File: src/rtl/regfile_dump_reader.sv
// Streams a wrapping register-file address range out as {addr, data} words on valid/ready,
// one word per two cycles at best, keeping a running XOR checksum of accepted words.
module regfile_dump_reader #(
  parameter int ASIZE = 5,
  parameter int DSIZE = 32,
  parameter int NREG  = 32
) (
  input  logic             clk,
  input  logic             rst,
  input  logic             start,
  input  logic             abort,
  input  logic [ASIZE-1:0] first_addr,
  input  logic [ASIZE-1:0] last_addr,
  output logic [ASIZE-1:0] raddr,
  input  logic [DSIZE-1:0] rdata,
  output logic             out_valid,
  input  logic             out_ready,
  output logic [ASIZE-1:0] out_addr,
  output logic [DSIZE-1:0] out_data,
  output logic             busy,
  output logic             done,
  output logic [DSIZE-1:0] checksum
);

  typedef enum logic [1:0] {IDLE, LOAD, SEND, DONE} state_t;

  localparam logic [ASIZE-1:0] LAST_IDX = ASIZE'(NREG - 1);

  state_t           state;
  logic [ASIZE-1:0] cur_addr;
  logic [ASIZE-1:0] last_q;
  logic [ASIZE-1:0] next_addr;

  assign raddr     = cur_addr;
  assign next_addr = (cur_addr == LAST_IDX) ? '0 : cur_addr + 1'b1;

  always_ff @(posedge clk) begin
    if (rst) begin
      state     <= IDLE;
      cur_addr  <= '0;
      last_q    <= '0;
      out_addr  <= '0;
      out_data  <= '0;
      checksum  <= '0;
      out_valid <= 1'b0;
      busy      <= 1'b0;
      done      <= 1'b0;
    end else begin
      done <= 1'b0;
      case (state)
        IDLE: begin
          if (start) begin
            cur_addr <= first_addr;
            last_q   <= last_addr;
            checksum <= '0;
            busy     <= 1'b1;
            state    <= LOAD;
          end
        end
        LOAD: begin
          if (abort) begin
            busy  <= 1'b0;
            state <= IDLE;
          end else begin
            // rdata here is the pre-edge regfile value, so a same-edge write is not seen
            out_data  <= rdata;
            out_addr  <= cur_addr;
            out_valid <= 1'b1;
            state     <= SEND;
          end
        end
        SEND: begin
          if (abort) begin
            out_valid <= 1'b0;
            busy      <= 1'b0;
            state     <= IDLE;
          end else if (out_ready) begin
            checksum  <= checksum ^ out_data;
            out_valid <= 1'b0;
            if (out_addr == last_q) begin
              busy  <= 1'b0;
              done  <= 1'b1;
              state <= DONE;
            end else begin
              cur_addr <= next_addr;
              state    <= LOAD;
            end
          end
        end
        DONE: state <= IDLE;
        default: state <= IDLE;
      endcase
    end
  end

endmodule

File: config.mk
export PLATFORM = sky130hd
export DESIGN_NAME = regfile_dump_reader
export DESIGN_NICKNAME = d
export VERILOG_FILES = /design/src/rtl/regfile_dump_reader.sv
export SDC_FILE = /design/constraint.sdc
export NUM_CORES = 1
export LEC_CHECK = 0
export CAP_MARGIN = 10
export CORE_MARGIN = 2
export CORE_UTILIZATION = 47
export DETAILED_ROUTE_END_ITERATION = 16
export GPL_ROUTABILITY_DRIVEN = 0
export GPL_TIMING_DRIVEN = 0
export HOLD_SLACK_MARGIN = 0.05
export PLACE_DENSITY = 0.84
export SLEW_MARGIN = 0
export SYNTH_ARGS = -nofsm -noshare
export SYNTH_HDL_FRONTEND = slang
export SYNTH_SLANG_ARGS = --single-unit
File: constraint.sdc
create_clock -name clk -period 4.6 [get_ports clk]
set_input_delay 1.38 -clock clk [delete_from_list [all_inputs] [get_ports clk]]
set_output_delay 1.38 -clock clk [all_outputs]
set_load 0.03 [all_outputs]
# Word-level counts from Yosys, hierarchy flattened
# Index checks and enable logic that the tools add are counted.
# totals
word_cells	66
ff_bits	84
# op_classes
bitwise_logic	4
reduce_logical	12
n_eq_ne	13
addsub	1
mux	27
# ops
cell	count
$mux W32	3
$pmux W32 S2	1
$xor A32 B32 Y32	1
$mux W5	5
$ne A2 B2 Y1 const B	6
$mux W2	5
$pmux W5 S2	1
$reduce_and A5 Y1	2
$mux W1	9
$pmux W2 S4	1
$ne A3 B3 Y1 const B	2
$reduce_and A2 Y1	3
$add A5 B1 Y5 const B	1
$eq A5 B5 Y1	1
$eq A5 B5 Y1 const B	1
$eq A2 B2 Y1 const B	2
$reduce_and A4 Y1	1
$reduce_bool A2 Y1	2
$reduce_or A4 Y1	1
$not A1 Y1	3
$pmux W1 S3	1
$reduce_and A3 Y1	1
$reduce_bool A3 Y1	1
$eq A2 B1 Y1 const B	1
other kinds (2)	2

# Depth between registers and ports, before layout
# logic_depth
depth_word	6
depth_mapped	9

# Worst setup path before layout
# Ideal clock, no wire load.
# synth_path
path_type	input-to-reg
from	input abort
to	register cur_addr[2] (netlist: raddr[2])
setup_ns	0.128
slack_ns	2.215
stages	6
arrival_ns	2.257
required_time_ns	4.472
cell_sequence	nand3b_1 -> a21boi_2 -> o31a_1 -> buf_4 -> mux2i_1 -> nor2_1
# synth_between
elab_chain_len	2
# synth_lines
item	line_no	rtl
from (decl)	11	input logic abort,
$ne A2 B2 Y1 (no line)	--	
$reduce_and A5 Y1 (no line)	--	
to (signal assigned)	53	cur_addr <= first_addr;
to (signal assigned)	85	cur_addr <= next_addr;
to (decl)	30	logic [ASIZE-1:0] cur_addr;
# No other way between the ends.
# A chain may end at the register's enable or synchronous reset.

# Worst setup path in the final report
# layout_path
from	register cur_addr[0] (netlist: raddr[0])
to	output raddr[0]
# layout_lines
item	line_no	rtl
to (decl)	14	output logic [ASIZE-1:0] raddr,
# No word-level cell between the ends.

==> reports/qor.txt <==
DRT Wirelength: 8.82 mm
Total Routing Usage GR: 23.0%
CTS sink count: 84
clk root buf: clkbuf_8
Crit-path slowest cell: clkdlybuf4s50_1
row cnt: 30
CP Max Fanout: 6
pin count of the biggest net entering global routing: 14
first-pass GRT wire length: 13.8 mm
fmax: 0.341 GHz
Critical Path AT: 1.55 ns
final worst slack: 1.67 ns
Syn Nets: 450
# resized after CTS: 0
Syn Inst Count: 396
port bufs: 122
final worst path period need: 2.93 ns
Worst Hold Class: reg2reg
H-tree depth: 3
period utilization: 63.7%
die width: 88.2 µm
hold wc startpoint: out_data[15]
Setup Viol. Count Final: 0
setup bufs post-CTS: 0
CORE AREA: 6830 µm²
largest stage delay on the critical path: 0.73 ns
Post-Syn Area per Cell: 8.41 µm²
Clock transition at path regs: 0.07 ns
DP Wirelength: 6.59 mm
area of the multi-input gates: 1530 µm²
Max Cap Viol: 0
CP Launch Point: raddr[0]
# nets final: 583
crit-path leading delay family: buffers and inverters
Buf+Inv Stages, Crit Path: 1
vias: 3063
max-slew violation count: 0
Ys Warns: 0
hold buffers post-CTS: 0
antenna viol nets, final: 0
first drt pass iteration count: 4
Crit Path Category: reg2out
clk_lat worst skew: 0.34 ns
Setup crit end kind: output port
number of clock buffers inserted by TritonCTS: 9
Synth Cell Area: 3330 µm²
layout cells sized above 1: 5.82%
Place WS: 1.37 ns
Initial Util: 48.7%
fill count: 564
wire per inst: 14.0 µm
Register Area: 1680 µm²
Final Skew: 0.00616 ns
worst relative slew slack: 60.1%
Critical R2R Launch: state[0]
share of the yosys chip area belonging to registers: 50.5%
ant diodes: 0
number of remaining DRC errors: 0
die area: 7770 µm²
Cell Chain, Critical Path: clkdlybuf4s50_1
initial drt markers: 109
Hold Vio Cnt, Final: 0
Final Power: 1.64 mW
initial antenna violation count: 0
Via density: 4.87
synth unique cells: 30
WP data required: 3.22 ns
die height: 88.2 µm
synthesis-stage register bit count: 84
Worst Tran Pin Value: 0.599 ns
Leak Pwr: 1.77 nW
power density over the cells: 337 nW/µm²
status: finished, final reports clean
unrepaired setup endpoints after global routing: false
I/O pins: 124
Max Buffers Root-to-Sink: 2
VDD IR-drop max: 0.219 mV
setup TNS: 0 ns
Area Overhead vs Synth: 46.0%
Worst Setup Start Kind: flip-flop
grt total ovfl: 0
TritonCTS clock tree: yes
number of global-route vias before repair: 3028
## area by class of cell
class,instances,share of cell area (%)
flip-flops and latches,84,34.6
well taps,96,2.47
inverters,4,0.309
clock buffers,10,2.83
clock inverters,5,1.08
multi-input cells,286,31.4
plain buffers,22,2.16
repair buffers,122,25.1
## metrics by stage
| stage | hold WS (ns) | utilization (%) | instance area [µm²] | std cells |
|---|---|---|---|---|
| detailed placement | 0.463 | 68.4 | 4670 | 614 |
| floorplan | 0.449 | - | 3330 | 396 |
| finish | 0.475 | 71.2 | 4860 | 629 |
| CTS | 0.477 | 71.2 | 4860 | 629 |
| global route | 0.495 | 71.2 | 4860 | 629 |
| global placement | 0.455 | 68.4 | 4670 | 614 |
## kinds of logic after synthesis
kind of cell	synth area share, %
and+or+nand+nor	20.9
DFF	50.5
AOI/OAI and AO/OA	10.9
xor gates and xnor gates	10.3
buffers and inverters	3.61
adders and majority gates	2.63
muxes	1.20
## report_power, final
part	switching [mW]	internal, mW	total, mW
Sequential	0.0315	0.763	0.795
Combinational	0.194	0.142	0.336
Clock	0.250	0.260	0.510
## synth_stat cells (all sizes together)
cell type / instances / area share, %
a211oi: 5 / 1.7
a21boi: 1 / 0.34
a21oi: 47 / 7.1
a311oi: 1 / 0.26
and3: 2 / 0.38
buf: 12 / 2.0
clkbuf: 10 / 1.1
dfxtp: 84 / 51
ha: 7 / 2.6
inv: 4 / 0.45
mux2i: 4 / 1.2
nand2: 114 / 13
nand2b: 5 / 0.94
nand3: 7 / 1.1
nand3b: 2 / 0.45
nor2: 43 / 4.8
nor3: 1 / 0.15
nor3b: 1 / 0.23
o21ai: 2 / 0.30
o21bai: 2 / 0.45
o2bb2ai: 1 / 0.26
o31a: 1 / 0.26
o31ai: 1 / 0.23
xnor2: 6 / 1.6
xor2: 33 / 8.7
## registers in the layout, indices dropped and copies added (netlist names)
name,cells
out_data,32
out_addr,5
last_q,5
busy,1
out_valid,1
done,1
raddr,5
checksum,32
state,2
## final timing paths
check | depth (start not counted) | slack (ns) | to
max | 1 | 1.67 | raddr[0]
min | 2 | 0.48 | out_data[15]
min reg2reg | 2 | 0.48 | out_data[15]
max reg2reg | 9 | 2.48 | checksum[15]
## layout by cell type, fill, tap and decap left out, types with 3 or more instances in the layout
| master | instances |
|---|---|
| clkbuf_8 | 10 |
| nor2_1 | 43 |
| clkinv_2 | 3 |
| xnor2_1 | 6 |
| clkdlybuf4s50_1 | 122 |
| clkbuf_1 | 10 |
| inv_1 | 4 |
| nand2b_1 | 5 |
| a21oi_1 | 47 |
| buf_2 | 9 |
| nand3_1 | 7 |
| a211oi_2 | 4 |
| nand2_1 | 114 |
| ha_1 | 7 |
| dfxtp_1 | 84 |
| xor2_1 | 33 |
| mux2i_1 | 4 |
## metal layers
| layer | global-route usage (%) | wire length, µm | share of wire [%] |
|---|---|---|---|
| met1 | 28.0 | 3690 | 42 |
| met2 | 39.3 | 4450 | 50 |
| met3 | 3.96 | 475 | 5.4 |
| met4 | 11.3 | 212 | 2.4 |
| met5 | 0 | 0 | 0 |
No activity file was read; power rests on OpenSTA's default activity.
